### src/rtl/tx_ccsk_spread.sv
// rtl/tx_ccsk_spread.sv - transmit-side CCSK spreader: symbol FIFO, code RAM fetch, MSB-first chip serialiser
//
// Ports:
//   logic_clk_in      logic clock, all state on the rising edge
//   logic_rst_in      asynchronous active-low reset
//   sym_in/sym_wr_in  5-bit symbol and its 1-clk write strobe into the FIFO
//   data_pulse_in     symbol-slot start pulse; pops one symbol when idle
//   err_clr_in        clears the sticky error flags (a coincident set wins)
//   ccsk_ram_addr     code RAM address (the popped symbol), held between fetches
//   data_ccsk_seq     code RAM read data, valid one clock after the address is sampled
//   data_ccsk_out     latched 32-chip code word
//   word_valid_out    1-clk strobe when data_ccsk_out is loaded
//   chip_out          serial chip, MSB first, CHIP_DIV clocks per chip
//   chip_valid_out    high while chips are emitted
//   busy_out          high whenever the slot FSM is not idle
//   fifo_level_out    FIFO occupancy 0..FIFO_DEPTH
//   err_flags_out     sticky flags: [0] overflow, [1] underflow, [2] slot overrun

module tx_ccsk_spread #(
    parameter int FIFO_DEPTH = 8,
    parameter int CHIP_DIV   = 10
) (
    input  logic        logic_clk_in,
    input  logic        logic_rst_in,
    input  logic [4:0]  sym_in,
    input  logic        sym_wr_in,
    input  logic        data_pulse_in,
    input  logic        err_clr_in,
    output logic [4:0]  ccsk_ram_addr,
    input  logic [31:0] data_ccsk_seq,
    output logic [31:0] data_ccsk_out,
    output logic        word_valid_out,
    output logic        chip_out,
    output logic        chip_valid_out,
    output logic        busy_out,
    output logic [4:0]  fifo_level_out,
    output logic [2:0]  err_flags_out
);

    localparam int PTR_W = (FIFO_DEPTH > 1) ? $clog2(FIFO_DEPTH) : 1;
    localparam int DIV_W = $clog2(CHIP_DIV + 1);
    localparam logic [DIV_W-1:0] DIV_LAST   = DIV_W'(CHIP_DIV - 1);
    localparam logic [4:0]       LEVEL_FULL = 5'(FIFO_DEPTH);

    typedef enum logic [1:0] {
        S_IDLE  = 2'd0,
        S_FETCH = 2'd1,
        S_WAIT  = 2'd2,
        S_SEND  = 2'd3
    } state_t;

    state_t r_state;
    state_t w_state_nxt;

    logic [4:0]       r_mem [FIFO_DEPTH];
    logic [PTR_W-1:0] r_wr_ptr;
    logic [PTR_W-1:0] r_rd_ptr;
    logic [4:0]       r_level;

    logic [4:0]       r_addr;
    logic [31:0]      r_word;
    logic             r_word_valid;
    logic [4:0]       r_chip_cnt;
    logic [DIV_W-1:0] r_div_cnt;
    logic [2:0]       r_err;

    logic w_full;
    logic w_empty;
    logic w_wr_ok;
    logic w_ovf;
    logic w_pulse_idle;
    logic w_pop;
    logic w_unf;
    logic w_ovr;
    logic w_div_wrap;
    logic w_last_chip;

    // ------------------------------------------------------------------
    // Event decode
    // ------------------------------------------------------------------
    assign w_full       = (r_level == LEVEL_FULL);
    assign w_empty      = (r_level == 5'd0);
    // A write into a full FIFO is dropped even if a pop happens on the
    // same edge: the full condition is judged on the current level.
    assign w_wr_ok      = sym_wr_in && !w_full;
    assign w_ovf        = sym_wr_in && w_full;
    assign w_pulse_idle = data_pulse_in && (r_state == S_IDLE);
    assign w_pop        = w_pulse_idle && !w_empty;
    assign w_unf        = w_pulse_idle && w_empty;
    // Any pulse outside IDLE is an overrun, including one on the final
    // SEND cycle: the state register still reads SEND on that edge.
    assign w_ovr        = data_pulse_in && (r_state != S_IDLE);
    assign w_div_wrap   = (r_div_cnt == DIV_LAST);
    assign w_last_chip  = (r_state == S_SEND) && (r_chip_cnt == 5'd31) && w_div_wrap;

    // ------------------------------------------------------------------
    // Symbol FIFO
    // ------------------------------------------------------------------
    // Storage carries no reset; clearing the pointers and level discards it.
    always_ff @(posedge logic_clk_in) begin
        if (w_wr_ok) begin
            r_mem[r_wr_ptr] <= sym_in;
        end
    end

    always_ff @(posedge logic_clk_in or negedge logic_rst_in) begin
        if (!logic_rst_in) begin
            r_wr_ptr <= '0;
            r_rd_ptr <= '0;
            r_level  <= 5'd0;
        end else begin
            if (w_wr_ok) begin
                r_wr_ptr <= r_wr_ptr + PTR_W'(1);
            end
            if (w_pop) begin
                r_rd_ptr <= r_rd_ptr + PTR_W'(1);
            end
            case ({w_wr_ok, w_pop})
                2'b10:   r_level <= r_level + 5'd1;
                2'b01:   r_level <= r_level - 5'd1;
                default: r_level <= r_level;
            endcase
        end
    end

    // ------------------------------------------------------------------
    // Slot FSM
    // ------------------------------------------------------------------
    always_ff @(posedge logic_clk_in or negedge logic_rst_in) begin
        if (!logic_rst_in) begin
            r_state <= S_IDLE;
        end else begin
            r_state <= w_state_nxt;
        end
    end

    always_comb begin
        w_state_nxt = r_state;
        case (r_state)
            S_IDLE:  if (w_pop) w_state_nxt = S_FETCH;
            S_FETCH: w_state_nxt = S_WAIT;
            S_WAIT:  w_state_nxt = S_SEND;
            S_SEND:  if (w_last_chip) w_state_nxt = S_IDLE;
            default: w_state_nxt = S_IDLE;
        endcase
    end

    // ------------------------------------------------------------------
    // Fetch address, word latch and chip counters
    // ------------------------------------------------------------------
    always_ff @(posedge logic_clk_in or negedge logic_rst_in) begin
        if (!logic_rst_in) begin
            r_addr       <= 5'd0;
            r_word       <= 32'd0;
            r_word_valid <= 1'b0;
            r_chip_cnt   <= 5'd0;
            r_div_cnt    <= '0;
        end else begin
            r_word_valid <= 1'b0;
            if (w_pop) begin
                r_addr <= r_mem[r_rd_ptr];
            end
            case (r_state)
                S_WAIT: begin
                    // RAM data for the address sampled on the FETCH edge.
                    r_word       <= data_ccsk_seq;
                    r_word_valid <= 1'b1;
                    r_chip_cnt   <= 5'd0;
                    r_div_cnt    <= '0;
                end
                S_SEND: begin
                    if (w_div_wrap) begin
                        r_div_cnt  <= '0;
                        // Wraps 31 -> 0 exactly as the FSM leaves SEND.
                        r_chip_cnt <= r_chip_cnt + 5'd1;
                    end else begin
                        r_div_cnt  <= r_div_cnt + DIV_W'(1);
                    end
                end
                default: begin
                    r_chip_cnt <= r_chip_cnt;
                    r_div_cnt  <= r_div_cnt;
                end
            endcase
        end
    end

    // ------------------------------------------------------------------
    // Sticky error flags; a set on the same edge as a clear survives
    // ------------------------------------------------------------------
    always_ff @(posedge logic_clk_in or negedge logic_rst_in) begin
        if (!logic_rst_in) begin
            r_err <= 3'b000;
        end else begin
            r_err <= (err_clr_in ? 3'b000 : r_err) | {w_ovr, w_unf, w_ovf};
        end
    end

    // ------------------------------------------------------------------
    // Outputs
    // ------------------------------------------------------------------
    // Chip outputs decode straight from the state register so an
    // asynchronous reset forces them low without waiting for a clock.
    always_comb begin
        chip_valid_out = 1'b0;
        chip_out       = 1'b0;
        if (r_state == S_SEND) begin
            chip_valid_out = 1'b1;
            chip_out       = r_word[5'd31 - r_chip_cnt];
        end
    end

    assign busy_out       = (r_state != S_IDLE);
    assign ccsk_ram_addr  = r_addr;
    assign data_ccsk_out  = r_word;
    assign word_valid_out = r_word_valid;
    assign fifo_level_out = r_level;
    assign err_flags_out  = r_err;

endmodule

### config.mk
export PLATFORM = sky130hd
export DESIGN_NAME = tx_ccsk_spread
export DESIGN_NICKNAME = d
export VERILOG_FILES = /design/src/rtl/tx_ccsk_spread.sv
export SDC_FILE = /design/constraint.sdc
export NUM_CORES = 1
export LEC_CHECK = 0
export CAP_MARGIN = 20
export CORE_UTILIZATION = 50
export CTS_BUF_LIST = sky130_fd_sc_hd__clkbuf_16
export DETAILED_ROUTE_END_ITERATION = 10
export MAX_ROUTING_LAYER = met4
export PLACE_DENSITY = 0.82
export SLEW_MARGIN = 20
export SYNTH_ARGS = -nofsm -noshare
export SYNTH_HDL_FRONTEND = slang
export SYNTH_SLANG_ARGS = --single-unit
### constraint.sdc
create_clock -name logic_clk_in -period 2.74 [get_ports logic_clk_in]
set_input_delay 0.411 -clock logic_clk_in [delete_from_list [all_inputs] [get_ports logic_clk_in]]
set_output_delay 0.411 -clock logic_clk_in [all_outputs]
set_load 0.01 [all_outputs]
# --- Yosys cells after proc, flatten, opt, wreduce, memory -nomap -nowiden ---
# Memories as Yosys holds them, arrays and structs flattened. A register that Yosys moved wholly into a read port is not among the register bits.
# Cells that the tools add are included.
word_totals:
  ff_bits: 58
  ram_bits: 40
  mem_count: 1
  elab_cells: 64
  out_inout_bits: 49
memory_table:
  columns: ["memory", "depth", "word_bits", "read_ports", "rd_clocked_by_memory_dff", "write_ports", "line", "rtl"]
  rows:
  - ["r_mem", 8, 5, 1, 1, 1, "55", "logic [4:0] r_mem [FIFO_DEPTH];"]
classes:
  bitwise: 1
  muxes: 16
  n_reduce_logical: 18
  n_addsub: 7
  order_cmp: 1
  n_eq_ne: 11
ops:
  columns: ["cell", "count"]
  rows:
  - ["$pmux W5 S2", 2]
  - ["$add A5 B1 Y5 const B", 2]
  - ["$logic_and A1 B1 Y1", 8]
  - ["$pmux W2 S4", 1]
  - ["$pmux W4 S2", 1]
  - ["$add A3 B1 Y3 const B", 2]
  - ["$eq A2 B2 Y1 const B", 3]
  - ["$lt A5 B6 Y1 const B", 1]
  - ["$mux W1", 6]
  - ["$ne A2 B2 Y1 const B", 3]
  - ["$reduce_bool A2 Y1", 3]
  - ["$bmux W1 S5", 1]
  - ["$eq A5 B4 Y1 const B", 1]
  - ["$eq A5 B5 Y1 const B", 1]
  - ["$logic_not A5 Y1", 1]
  - ["$mux W5", 1]
  - ["$sub A5 B1 Y5 const B", 1]
  - ["$sub A5 B5 Y5 const A", 1]
  - ["$add A4 B1 Y4 const B", 1]
  - ["$eq A2 B1 Y1 const B", 2]
  - ["$eq A4 B4 Y1 const B", 1]
  - ["$mux W2", 2]
  - ["$mux W4", 1]
  - ["$reduce_and A2 Y1", 2]
  - ["other kinds (4)", 6]

# --- Longest topological paths before layout ---
logic_depth:
  depth_word: 5
  ltp_mapped: 14
  depth_no_buf: 12

# --- Worst setup path after synthesis ---
# Ideal clock, no wire load.
synth_timing:
  path_kind: "flip-flop to flip-flop"
  startpoint: "register r_level[1] (netlist: fifo_level_out[1])"
  endpoint: "register r_level[4] (netlist: fifo_level_out[4])"
  arrival_time_ns: 2.467
  setup_slack_ns: 0.193
  required_ns: 2.661
  period_less_slack_ns: 2.547
  path_stages_with_launch: 15
  n_path_buf: 2
  path_cell_list: "dfrtp_1 buf_6 nor4_4 nand2b_1 nand3_1 inv_1 ha_1 buf_2 xor2_1 ha_1 a21o_1 nand2_1 a21o_1 a31oi_1 xor2_1"
synth_via:
  elab_chain_len: 5
synth_lines:
  columns: ["item", "line", "rtl"]
  rows:
  - ["start, declared", "58", "logic [4:0] r_level;"]
  - ["start signal, assigned", "119", "2'b10: r_level <= r_level + 5'd1;"]
  - ["start signal, assigned", "120", "2'b01: r_level <= r_level - 5'd1;"]
  - ["start signal, assigned", "121", "default: r_level <= r_level;"]
  - ["$logic_not A5 Y1 (*)", "82", "assign w_empty = (r_level == 5'd0);"]
  - ["$logic_not A1 Y1 (*)", "88", "assign w_pop = w_pulse_idle && !w_empty;"]
  - ["$logic_and A1 B1 Y1 (*)", "88", null]
  - ["via w_pop", "72", "logic w_pop;"]
  - ["$eq A2 B1 Y1 or $eq A2 B2 Y1 (tied branches)", "118", "case ({w_wr_ok, w_pop})"]
  - ["$pmux W5 S2 or $reduce_bool A2 Y1 (tied branches)", null, null]
# The timed path passes the listed nets; every way through them passes the cells marked *.
# A chain may end at the register's enable or synchronous reset.

# --- Worst setup path after layout ---
layout_timing:
  startpoint: "register r_chip_cnt[0]"
  endpoint: "output chip_out"
layout_via:
  elab_chain_len: 4
layout_lines:
  columns: ["item", "line", "rtl"]
  rows:
  - ["start, declared", "63", "logic [4:0] r_chip_cnt;"]
  - ["start signal, assigned", "175", "r_chip_cnt <= r_chip_cnt + 5'd1;"]
  - ["start signal, assigned", "181", "r_chip_cnt <= r_chip_cnt;"]
  - ["$sub A5 B5 Y5", "209", "chip_out = r_word[5'd31 - r_chip_cnt];"]
  - ["$bmux W1 S5", "209", null]
  - ["$mux W1 (implied by the code)", "209", null]
  - ["$mux W1", "207", "if (r_state == S_SEND) begin"]
  - ["end, declared", "33", "output logic chip_out,"]
# Every way passes these cells. The select of a mux whose other input is x is not followed.

==> impl_metrics.xml <==
<?xml version="1.0" encoding="UTF-8"?>
<metrics>
  <group name="timing">
    <metric name="final.period_utilization" unit="">0.9448</metric>
    <metric name="layout_min_cycle_time" unit="ns">2.589</metric>
    <metric name="clock.fmax" unit="GHz">0.3863</metric>
    <metric name="maxSlewHeadroom" unit="">0.5184</metric>
    <metric name="hold_viol_final" unit="">0</metric>
    <metric name="timing_max_transition_violations_final" unit="">0</metric>
    <metric name="setup_repair_after_global_routing_missed_its_margin" unit="">false</metric>
    <metric name="tightest_slew" unit="ns">0.7224</metric>
    <metric name="fin_setup_tns" unit="ns">0</metric>
    <metric name="setup-violations-final" unit="">0</metric>
    <metric name="finClkSkew" unit="ns">0.01021</metric>
  </group>
  <group name="placed_design">
    <metric name="place.port_buffers" unit="">90</metric>
    <metric name="gpl.final_weighted_congestion" unit="">0.8016</metric>
    <metric name="detailed_place_hpwl" unit="µm">6539</metric>
  </group>
  <group name="worst_setup_path">
    <metric name="cp.buffers_inverters" unit="">2</metric>
    <metric name="crit_family" unit="">multiplexers</metric>
    <metric name="setup.reg_to_reg.worst_slack" unit="ns">0.16</metric>
    <metric name="cp_data_arrival_time" unit="ns">2.18</metric>
    <metric name="critPathLaunch" unit="">r_chip_cnt[0]</metric>
    <metric name="peak_fanout_along_the_critical_path" unit="">7</metric>
    <metric name="rr_startpoint" unit="">fifo_level_out[0]</metric>
    <metric name="cell_with_the_biggest_individual_delay_on_the_critical_path" unit="">mux4_1</metric>
    <metric name="end_kind" unit="">primary output</metric>
    <metric name="start_kind" unit="">flop</metric>
    <metric name="crit_chain" unit="">buf_4 &gt; mux4_1 &gt; mux2_2 &gt; a21oi_2 &gt; a211oi_2 &gt; dlygate4sd2_1</metric>
    <metric name="worstPathRequired" unit="ns">2.33</metric>
    <metric name="category_of_the_most_critical_setup_path" unit="">reg2out</metric>
    <metric name="critical-path-max-stage-delay" unit="ns">0.56</metric>
  </group>
  <group name="run_status">
    <metric name="run_status" unit="">finished, violations left</metric>
    <metric name="violations" unit="">DRC</metric>
  </group>
  <group name="die">
    <metric name="floorplan.die_area" unit="µm²">9676</metric>
    <metric name="core" unit="µm²">8848</metric>
    <metric name="io_pins" unit="">91</metric>
    <metric name="floorplan.initialDensity" unit="">0.5247</metric>
    <metric name="fp.dieH" unit="µm">98.37</metric>
    <metric name="dieWidth" unit="µm">98.37</metric>
    <metric name="fp-row-count" unit="">34</metric>
  </group>
  <group name="synthesis">
    <metric name="syn_area_per_cell" unit="µm²">14.60</metric>
    <metric name="ys_warn_count" unit="">0</metric>
    <metric name="synth_cells" unit="">318</metric>
    <metric name="synth-edff-count" unit="">40</metric>
    <metric name="yosysTopAreaCell" unit="">dfrtp_1</metric>
    <metric name="post-synth-top-area-fraction" unit="">0.3395</metric>
    <metric name="synth-seq-area-share" unit="">0.5982</metric>
    <metric name="synthTopCellsByArea" unit="">dfrtp_1, edfxtp_1, mux2_2, mux4_2, ha_1</metric>
    <metric name="synthesis.nets" unit="">373</metric>
    <metric name="synthArstFlopShare" unit="">0.6117</metric>
    <metric name="synth.cell_area" unit="µm²">4643</metric>
    <metric name="synthFlopType" unit="">dfrtp_1</metric>
    <metric name="synth_cell_type_count" unit="">44</metric>
    <metric name="seq_cells_post_synth" unit="">103</metric>
  </group>
  <group name="clock_tree">
    <metric name="cts_tree" unit="">yes</metric>
    <metric name="cts_buffers" unit="">9</metric>
    <metric name="clock_pin_slew_on_the_worst_setup_and_hold_paths" unit="ns">0.08</metric>
    <metric name="clockRootBuffer" unit="">clkbuf_16</metric>
    <metric name="clock_tree.buffer_depth" unit="">2</metric>
    <metric name="clk-insertion-delay-late" unit="ns">0.35</metric>
    <metric name="cts-htree-levels" unit="">3</metric>
    <metric name="clk_sinks" unit="">103</metric>
  </group>
  <group name="drt">
    <metric name="viasPerCell" unit="">5.530</metric>
    <metric name="avgRoutedWirePerCell" unit="µm">17.36</metric>
    <metric name="dr_total_vias" unit="">2920</metric>
    <metric name="detail_route.first_pass.iterations" unit="">9</metric>
    <metric name="dr_drc_count" unit="">9</metric>
    <metric name="routed_wirelength" unit="µm">9168</metric>
    <metric name="initialDrtViolationCount" unit="">114</metric>
    <metric name="detail-route-antenna-nets" unit="">0</metric>
  </group>
  <group name="global_route">
    <metric name="grt_pass1_vias" unit="">2979</metric>
    <metric name="aggregate_global_routing_overflow" unit="">0</metric>
    <metric name="grt_max_degree" unit="">44</metric>
    <metric name="track_usage" unit="">0.2068</metric>
    <metric name="antenna_found_initial" unit="">0</metric>
    <metric name="grt_pass1_wl" unit="µm">14980</metric>
  </group>
  <group name="finish">
    <metric name="final_layout_size_suffix_gt1_frac" unit="">0.2024</metric>
    <metric name="area_used_by_multi_input_combinational_logic" unit="µm²">1729</metric>
    <metric name="fillerInstances" unit="">622</metric>
    <metric name="regArea" unit="µm²">2778</metric>
    <metric name="finish.net_count" unit="">470</metric>
    <metric name="area_growth" unit="%">29.29</metric>
    <metric name="ant_diodes" unit="">0</metric>
  </group>
  <group name="run">
    <metric name="drv.max_cap_violation_count" unit="">0</metric>
  </group>
  <group name="pwr">
    <metric name="fin_total_pwr" unit="µW">3931</metric>
    <metric name="power-per-cell-area" unit="nW/µm²">654.9</metric>
    <metric name="vdd_drop_max" unit="µV">448.4</metric>
    <metric name="power.static_leakage" unit="µW">0.002345</metric>
  </group>
  <group name="hold_path">
    <metric name="timing.hold.worst.class" unit="">in2async</metric>
  </group>
</metrics>
## stage by stage
stage / util / setup slack, ns / hold slack (ns) / instance area, µm² / instances
final: 0.6785 / 0.1514 / 0.01756 / 6003 / 528
after global routing: 0.6785 / 0.01671 / 0.05467 / 6003 / 528
after CTS: 0.6776 / 0.1271 / 0.02778 / 5996 / 527
after detailed placement: 0.6417 / 0.1376 / 0.3997 / 5678 / 511
after global placement: 0.6417 / 0.2245 / 0.4024 / 5678 / 511
after floorplan: - / 0.1933 / 0.1154 / 4643 / 318
## power by group
part / internal (µW) / switching, µW / leakage [µW]
clock: 741 / 624 / 0.000159
combinational: 360 / 282 / 0.00107
sequential: 1780 / 147 / 0.00112
total: 2880 / 1050 / 0.00234
## cells in the final DEF, fill, tap and decap left out, types with 12 or more instances in the layout
cell,Yosys,routed
clkdlybuf4s50_1,0,88
dfrtp_1,63,63
edfxtp_1,40,40
mux2_2,36,36
nand2_1,24,24
o21ai_0,15,15
nor2_1,13,13
ha_1,13,13
mux2i_1,12,12
mux4_2,11,12
## logic make-up after synthesis
group           synth area share
flops                     0.5982
mux                       0.1981
simple gates             0.06036
compound gates           0.05713
buf+inv                  0.02856
fa+ha+maj                0.03503
xor+xnor                 0.02264
## path summary, 6_finish.rpt
kind / endpoint / depth (start not counted)
min in group logic_clk_in: r_div_cnt[3] / 1
setup reg to reg: fifo_level_out[4] / 12
setup / recovery: chip_out / 6
max in group asynchronous: data_ccsk_out[21] / 2
hold reg to reg: r_div_cnt[3] / 1
hold / removal: data_ccsk_out[11] / 1
## what timing repair did
action	in CTS	in global routing
pin swaps	0	1
setup buffers	0	1
resized for setup	2	0
setup endpoints to repair	1	1
hold buffers	0	0
## synth_stat cells (3+ instances only)
library cell   n
dfrtp_1       63
edfxtp_1      40
mux2_2        36
nand2_1       24
o21ai_0       15
ha_1          13
nor2_1        13
mux2i_1       12
mux4_2        11
inv_1         10
xnor2_1        8
buf_2          7
mux4_1         5
nand3_1        5
a21o_1         4
nand2b_1       4
nor3_1         4
xor2_1         4
a21oi_2        3
a31oi_1        3
clkbuf_1       3
## flip-flops by register name (all words and copies together), names as in the netlist
| signal | flops |
|---|---|
| r_mem | 40 |
| data_ccsk_out | 32 |
| ccsk_ram_addr | 5 |
| fifo_level_out | 5 |
| r_chip_cnt | 5 |
| r_div_cnt | 4 |
| err_flags_out | 3 |
| r_rd_ptr | 3 |
| r_wr_ptr | 3 |
| r_state | 2 |
| word_valid_out | 1 |
## per-layer routing
metal / up-vias / global-route usage / share of wire
li1: 1368 / - / -
met1: 1458 / 0.2485 / 0.41
met2: 84 / 0.3548 / 0.53
met3: 10 / 0.03865 / 0.052
met4: 0 / 0.06429 / 0.0094
met5: - / - / 0
## cell type report
| class | count | share of cell area |
|---|---|---|
| clock inverters | 7 | 0.01626 |
| flip-flops and latches | 103 | 0.4627 |
| multi-input cells | 188 | 0.2880 |
| inverters | 11 | 0.006878 |
| well taps | 108 | 0.02251 |
| clock buffers | 9 | 0.03752 |
| repair buffers | 102 | 0.1661 |
No activity file was read; power rests on OpenSTA's default activity.
